<file path="src/rtl/wb_queue.sv">
// wb_queue: in-order write-back queue in front of the register file's single
// write port. Load and ALU results are enqueued (load first), PC updates to r7
// take the port directly and stall the queue, and per-register busy flags
// expose pending writes for RAW hazard detection.
// Optional feature: define WB_FORWARD_EN to add the fwd_addr/fwd_hit/fwd_data
// lookup of the youngest queued value for a register.
module wb_queue #(
    parameter int DW    = 16,
    parameter int AW    = 3,
    parameter int DEPTH = 4
) (
    input  logic                clk,
    input  logic                rst,
    input  logic                ld_valid,
    output logic                ld_ready,
    input  logic [AW-1:0]       ld_addr,
    input  logic [DW-1:0]       ld_data,
    input  logic                alu_valid,
    output logic                alu_ready,
    input  logic [AW-1:0]       alu_addr,
    input  logic [DW-1:0]       alu_data,
    input  logic                pc_we,
    input  logic [DW-1:0]       pc_next,
    output logic                regen,
    output logic [AW-1:0]       inaddr,
    output logic [DW-1:0]       in,
    output logic [(2**AW)-1:0]  busy,
`ifdef WB_FORWARD_EN
    input  logic [AW-1:0]       fwd_addr,
    output logic                fwd_hit,
    output logic [DW-1:0]       fwd_data,
`endif
    output logic                full,
    output logic                empty
);

    localparam int PW = $clog2(DEPTH);
    localparam int CW = PW + 1;
    localparam int NR = 2**AW;

    // Queue control state (reset) and payload storage (not reset)
    logic [PW-1:0]    head_q, head_d;
    logic [PW-1:0]    tail_q, tail_d;
    logic [CW-1:0]    count_q, count_d;
    logic [DEPTH-1:0] vld_q, vld_d;
    logic [AW-1:0]    addr_q [DEPTH];
    logic [DW-1:0]    data_q [DEPTH];

    logic             ld_take;
    logic             alu_take;
    logic             push;
    logic             pop;
    logic [AW-1:0]    push_addr;
    logic [DW-1:0]    push_data;

    assign full  = (count_q == CW'(DEPTH));
    assign empty = (count_q == '0);

    // Ready never looks at a same-cycle pop, so a full queue always stalls.
    assign ld_ready  = !rst && !full;
    assign alu_ready = !rst && !full && !ld_valid;

    assign ld_take   = ld_valid && ld_ready;
    assign alu_take  = alu_valid && alu_ready;
    assign push      = ld_take || alu_take;
    assign push_addr = ld_take ? ld_addr : alu_addr;
    assign push_data = ld_take ? ld_data : alu_data;

    // The head only leaves when the port is not claimed by a PC update.
    assign pop = !rst && !pc_we && !empty;

    // Write-port mux: PC update first, then the queue head, otherwise idle zeros
    always_comb begin
        regen  = 1'b0;
        inaddr = '0;
        in     = '0;
        if (!rst) begin
            if (pc_we) begin
                regen  = 1'b1;
                inaddr = AW'(7);
                in     = pc_next;
            end else if (!empty) begin
                regen  = 1'b1;
                inaddr = addr_q[head_q];
                in     = data_q[head_q];
            end
        end
    end

    // Next-state for pointers, occupancy and per-entry valid bits
    always_comb begin
        head_d  = pop  ? head_q + 1'b1 : head_q;
        tail_d  = push ? tail_q + 1'b1 : tail_q;
        count_d = count_q + CW'(push) - CW'(pop);
        vld_d   = vld_q;
        if (pop) begin
            vld_d[head_q] = 1'b0;
        end
        // push never targets the head slot while it is popping: push needs
        // !full and pop needs !empty, so tail != head whenever both occur.
        if (push) begin
            vld_d[tail_q] = 1'b1;
        end
    end

    // Control registers with synchronous reset
    always_ff @(posedge clk) begin
        if (rst) begin
            head_q  <= '0;
            tail_q  <= '0;
            count_q <= '0;
            vld_q   <= '0;
        end else begin
            head_q  <= head_d;
            tail_q  <= tail_d;
            count_q <= count_d;
            vld_q   <= vld_d;
        end
    end

    // Payload write at the tail; push is already suppressed during reset
    always_ff @(posedge clk) begin
        if (push) begin
            addr_q[tail_q] <= push_addr;
            data_q[tail_q] <= push_data;
        end
    end

    // Occupancy must never pass DEPTH
    always_ff @(posedge clk) begin
        if (!rst) begin
            a_no_overflow: assert (!(push && !pop && full));
        end
    end

    // Pending-write flags: decoded destination of every valid entry
    always_comb begin
        busy = '0;
        for (int i = 0; i < DEPTH; i++) begin
            if (vld_q[i]) begin
                busy[addr_q[i]] = 1'b1;
            end
        end
    end

`ifdef WB_FORWARD_EN
    assign fwd_hit = busy[fwd_addr];

    // Scan oldest to youngest so the last match (youngest) wins
    always_comb begin
        logic [PW-1:0] idx;
        idx      = '0;
        fwd_data = '0;
        for (int i = 0; i < DEPTH; i++) begin
            idx = head_q + PW'(i);
            if (vld_q[idx] && (addr_q[idx] == fwd_addr)) begin
                fwd_data = data_q[idx];
            end
        end
    end
`endif

    // NR is the size of the busy vector; tie it to AW for readers.
    if (NR != (1 << AW)) begin : g_bad_nr
        $error("busy width mismatch");
    end

endmodule

</file>
<file path="config.mk">
export PLATFORM = sky130hd
export DESIGN_NAME = wb_queue
export DESIGN_NICKNAME = d
export VERILOG_FILES = /design/src/rtl/wb_queue.sv
export SDC_FILE = /design/constraint.sdc
export NUM_CORES = 1
export LEC_CHECK = 0
export ABC_AREA = 1
export BUFFER_PORTS_ARGS = -buffer_cell sky130_fd_sc_hd__buf_2
export CAP_MARGIN = 20
export CORE_MARGIN = 5
export CORE_UTILIZATION = 55
export CTS_CLUSTER_SIZE = 30
export DETAILED_ROUTE_END_ITERATION = 8
export PLACE_DENSITY_LB_ADDON = 0.05
export SLEW_MARGIN = 30
export SYNTH_ARGS = -nofsm -noshare
export SYNTH_HDL_FRONTEND = slang
export SYNTH_SLANG_ARGS = --single-unit
</file>
<file path="constraint.sdc">
create_clock -name clk -period 4.9 [get_ports clk]
set_input_delay 0.49 -clock clk [delete_from_list [all_inputs] [get_ports clk]]
set_output_delay 0.49 -clock clk [all_outputs]
set_load 0.02 [all_outputs]
</file>
### Word level (Yosys, flattened, before mapping)

Memory sizes are Yosys's and may differ from the RTL's. A register that Yosys moved wholly into a read port is not among the register bits.
Index checks and enable logic that the tools add are counted.

| cells by class | value |
|---|---|
| eq/ne operators | 1 |
| bitwise gates (word level) | 6 |
| reduce and logical (&&, ||, !) cells | 19 |
| $lt $le $gt $ge | 12 |
| mux-type cells | 35 |
| add/sub/neg operators | 4 |

Operators with widths:

| operator | count |
|---|---|
| 2-to-1 mux 16 bit | 4 |
| 2-to-1 mux 8 bit | 4 |
| bitwise OR 8 bit | 3 |
| < comparator 3 x 4 -> 1 bit (second input constant) | 4 |
| demux 1 bit (select 3 bit) | 4 |
| >= comparator 3 x 1 -> 1 bit (second input constant) | 4 |
| logical AND 1 bit | 12 |
| 2-to-1 mux 3 bit | 4 |
| 2-to-1 mux 1 bit | 11 |
| 2-to-1 mux 2 bit | 4 |
| 2-to-1 mux 4 bit | 2 |
| < comparator 2 x 3 -> 1 bit (second input constant) | 2 |
| zero test 1 bit | 5 |
| adder 2 x 1 -> 2 bit (second input constant) | 2 |
| bitwise AND 4 bit | 1 |
| demux 1 bit (select 2 bit) | 2 |
| >= comparator 2 x 1 -> 1 bit (second input constant) | 2 |
| inverter 4 bit | 1 |
| bitwise OR 4 bit | 1 |
| adder 3 x 1 -> 3 bit | 1 |
| equality test 3 bit (second input constant) | 1 |
| zero test 3 bit | 1 |
| subtractor 3 x 1 -> 3 bit | 1 |
| logical OR 1 bit | 1 |

| storage, ports and cells | value |
|---|---|
| input port bits | 59 |
| flip-flop bits (word level) | 11 |
| memory bits (writable) | 76 |
| memories kept | 2 |

Memories:

| name | words | bits a word | read ports | clocked after memory_dff | write ports | line | text |
|---|---|---|---|---|---|---|---|
| data_q | 4 | 16 | 1 | 1 | 1 | 47 | `logic [DW-1:0] data_q [DEPTH];` |
| addr_q | 4 | 3 | 5 | 1 | 1 | 46 | `logic [AW-1:0] addr_q [DEPTH];` |

### Longest topological paths before layout

| depth | value |
|---|---|
| word-level depth | 11 |
| depth in mapped cells | 12 |
| gate-level depth less buffers | 11 |

### Worst setup path before layout

No wires, ideal clock.

| timing path | value |
|---|---|
| path type | input to register |
| start point | in rst |
| end point | reg count_q[2] |
| cell stages on the path | 10 |
| arrival | 1.977 ns |
| required time | 4.781 ns |
| slack | 2.804 ns |
| path through | buf_2 > nor2_8 > buf_12 > ha_1 > inv_1 > ha_1 > inv_1 > fa_1 > o21ai_0 > a21oi_1 |

| on the way | value |
|---|---|
| word-level cells in the longest chain between the ends | 7 |
| elaborated cells between the ends (all ways) | 10 |
| classes of those cells | 2 x add/sub; 8 x reduce/logical |

Ends and longest elaborated chain:

| element | line | text |
|---|---|---|
| from (decl) | 13 | `input logic rst,` |
| zero test 1 bit | n/a |  |
| logical AND 1 bit | 60, 61 |  |
| logical AND 1 bit | 61 | `assign alu_ready = !rst && !full && !ld_valid;` |
| logical AND 1 bit | 64 | `assign alu_take = alu_valid && alu_ready;` |
| logical OR 1 bit | 65 | `assign push = ld_take \|\| alu_take;` |
| adder 3 x 1 -> 3 bit | 94 | `count_d = count_q + CW'(push) - CW'(pop);` |
| subtractor 3 x 1 -> 3 bit | 94 |  |
| to (signal assigned) | 116 | `count_q <= count_d;` |
| to (decl) | 44 | `logic [CW-1:0] count_q, count_d;` |

Parallel ways exist; a longest one is shown, timed or not.
A chain may end at the register's enable or synchronous reset.

==> metrics.md <==
| Metric | Value |
|---|---|
| Total instance count after detailed placement | `668` |
| DRT Pass-1 Iters | `5` |
| Maximum buffer depth of the clock tree | `2` |
| Buffers inserted during post-CTS setup optimization | `0` |
| Starting Density | `55.7%` |
| Final cycle utilization of the critical path | `65.9%` |
| Violation count after the first detailed-routing iteration | `161` |
| Number of H-tree levels | `3` |
| Highest fanout seen on the critical path | `20` |
| Final critical path time including I/O delays and setup | `3.23 ns` |
| Class of the most critical setup path | `reg2out` |
| Type of element launching the critical path | `flop` |
| Smallest setup slack after layout | `1.67 ns` |
| Pin slew with the least headroom to its limit | `0.936 ns` |
| Number of fill cells in the layout | `687` |
| Place WS | `2.01 ns` |
| Yosys warning total | `0` |
| RSZ-0062 raised after global routing | `no` |
| Number of I/O port buffers | `90` |
| Height of the die | `101 µm` |
| CP required | `4.41 ns` |
| Non-filler instance count after layout | `684` |
| Worst Hold Class | `in2reg` |
| Final setup fails | `0` |
| Weighted congestion reported at the end of routability-driven placement | `0.886` |
| Clock latency reported for the late side of the worst-skew pair | `0.35 ns` |
| Worst ir drop on vdd | `0.246 mV` |
| DRC Markers | `0` |
| Die outline area | `10200 µm²` |
| Crit. End Element | `output pin` |
| Clock-pin slew of the registers on the worst-case setup and hold paths | `0.09 ns` |
| Net count after synthesis | `560` |
| Core ar. | `8130 µm²` |
| Total power density per cell area | `428 nW/µm²` |
| Synth Register Bits | `89` |
| Standard-cell rows | `33` |
| Commonest cells after routing, fill and taps aside | `164 x sky130_fd_sc_hd__nand2_1, 90 x sky130_fd_sc_hd__buf_2, 76 x sky130_fd_sc_hd__edfxtp_1` |
| Vias after detailed routing | `3532` |
| Drt via density | `5.16` |
| Leak Pwr | `2.42 nW` |
| Clock tree from TritonCTS | `done` |
| Sink Count | `89` |
| Final #Nets | `644` |
| Root buffer selected by CTS | `sky130_fd_sc_hd__clkbuf_8` |
| Top-level port count | `91` |
| Minimum hold slack | `0.452 ns` |
| Total length of routed wires | `9990 µm` |
| Fraction of final layout cells sized beyond drive strength 1 | `23.5%` |
| Proportion of synthesized chip area in sequential cells | `56.1%` |
| Die X | `101 µm` |
| ANT cells | `0` |
| Relative max-transition margin | `37.5%` |
| Vias in the first global route | `3355` |
| Post-synth design cell area | `4530 µm²` |
| Achievable Freq | `0.310 GHz` |
| Number of antenna violations at the first check in global routing | `0` |
| Average wire per cell in the routed design | `14.6 µm` |
| Gate count of the mapped netlist | `490` |
| Pin count of the biggest net entering global routing | `41` |
| Count of pins over their slew limit | `0` |
| Number of buffers inserted during clock tree synthesis | `9` |
| Number of nets still failing antenna checks after routing | `0` |
| Hold buffers post-CTS | `0` |
| Synthesized area divided by synthesized cell count | `9.25 µm²` |
| All-layer global routing usage | `20.6%` |
| Synthesis-to-finish area growth | `15.5%` |
| Half-perimeter wire length after placement | `6680 µm` |
| Most common cell after layout, fill and taps aside | `sky130_fd_sc_hd__nand2_1` |
| Hold violation count in the final report | `0` |
| Post-cts resize count | `0` |
| Aggregate global routing overflow | `0` |
| Total negative slack | `0 ns` |
| Arrival time at the worst endpoint | `2.74 ns` |
| Status | `completed` |
| Worst Skew | `0.00681 ns` |
| Cell variety after synth | `29` |
| Max Cap Viol | `0` |
| First-pass GRT wire length | `16100 µm` |
state kept, by name, indices dropped and copies added (netlist names), named ones only:
name     flops
tail_q       2
data_q      64
vld_q        4
head_q       2
count_q      3
addr_q      12
cell families after synthesis:
group / after synthesis / synth area share [%]
and+or+nand+nor: 274 / 27.7
DFF: 89 / 56.1
buffers and inverters: 79 / 7.78
AOI/OAI and AO/OA: 37 / 5.19
adders and majority gates: 11 / 3.20
cell type report:
type,count,area [µm²],area share (%)
well taps,105,131,2.51
clock inverters,5,104,1.98
repair buffers,91,458,8.75
multi-input cells,322,1640,31.3
inverters,61,230,4.40
clock buffers,11,131,2.51
flip-flops and latches,89,2540,48.6
Yosys cell counts:
| cell type | number | share of area [%] |
|---|---|---|
| sky130_fd_sc_hd__dfxtp_1 | 13 | 5.7 |
| sky130_fd_sc_hd__clkbuf_2 | 1 | 0.11 |
| sky130_fd_sc_hd__o21ai_1 | 1 | 0.11 |
| sky130_fd_sc_hd__o22ai_1 | 4 | 0.55 |
| sky130_fd_sc_hd__buf_6 | 3 | 0.75 |
| sky130_fd_sc_hd__o2111ai_1 | 2 | 0.39 |
| sky130_fd_sc_hd__nand2_1 | 164 | 14 |
| sky130_fd_sc_hd__nand3_2 | 10 | 2.2 |
| sky130_fd_sc_hd__inv_1 | 57 | 4.7 |
| sky130_fd_sc_hd__clkinv_2 | 1 | 0.11 |
| sky130_fd_sc_hd__nor2_8 | 1 | 0.44 |
| sky130_fd_sc_hd__nand3_1 | 64 | 7.1 |
| sky130_fd_sc_hd__o21ai_2 | 10 | 1.9 |
| sky130_fd_sc_hd__nor2_4 | 2 | 0.50 |
| sky130_fd_sc_hd__clkinv_1 | 1 | 0.083 |
| sky130_fd_sc_hd__buf_2 | 9 | 0.99 |
| sky130_fd_sc_hd__fa_1 | 1 | 0.44 |
| sky130_fd_sc_hd__inv_2 | 2 | 0.17 |
| sky130_fd_sc_hd__o21ai_0 | 12 | 1.3 |
| sky130_fd_sc_hd__or2_2 | 2 | 0.28 |
| sky130_fd_sc_hd__nor2_1 | 17 | 1.4 |
| sky130_fd_sc_hd__nand4_1 | 11 | 1.5 |
| sky130_fd_sc_hd__clkbuf_1 | 3 | 0.25 |
| sky130_fd_sc_hd__edfxtp_1 | 76 | 50 |
| sky130_fd_sc_hd__buf_12 | 1 | 0.44 |
| sky130_fd_sc_hd__ha_1 | 10 | 2.8 |
| sky130_fd_sc_hd__a21oi_1 | 8 | 0.88 |
| sky130_fd_sc_hd__buf_4 | 1 | 0.17 |
| sky130_fd_sc_hd__nand2_4 | 3 | 0.75 |
worst max-delay path: stages, from the launching register on:
cell	delay, ns
sky130_fd_sc_hd__dfxtp_1	0.88
sky130_fd_sc_hd__clkinv_1	0.83
sky130_fd_sc_hd__nand3_1	0.28
sky130_fd_sc_hd__nand3_1	0.15
sky130_fd_sc_hd__nand2_1	0.09
sky130_fd_sc_hd__buf_2	0.16
through the flow:
step	utilization, %	cell area (µm²)	power, mW
6_report	64.4	5240	2.24
5_1_grt	64.4	5240	2.37
4_1_cts	64.4	5240	2.26
3_5_place_dp	61.5	5000	1.67
3_3_place_gp	61.5	5000	1.66
2_1_floorplan	-	4530	1.50
where the power goes:
group	total, mW	internal (mW)	switching, mW
combinational	0.674	0.203	0.471
clock	0.588	0.339	0.249
sequential	0.977	0.924	0.0532
worst paths after layout:
path / from / end / slack [ns] / cells after the start
max: flop / in[0] / 1.67 / 5
min: alu_data[7] / data_q[0][7]$_DFFE_PP_ / 0.45 / 3
max reg2reg: count_q[1]$_SDFF_PP0_ / data_q[1][15]$_DFFE_PP_ / 2.54 / 4
min reg2reg: vld_q[2]$_SDFF_PP0_ / vld_q[2]$_SDFF_PP0_ / 0.53 / 2
metal layers:
| metal | global-route usage, % | share of wire (%) | vias to the layer above |
|---|---|---|---|
| li1 | - | - | 1793 |
| met5 | 0 | 0 | - |
| met2 | 34.6 | 48 | 126 |
| met3 | 3.60 | 6.4 | 9 |
| met1 | 27.5 | 44 | 1604 |
| met4 | 5.80 | 0.99 | 0 |
No activity file was read; power rests on OpenSTA's default activity.
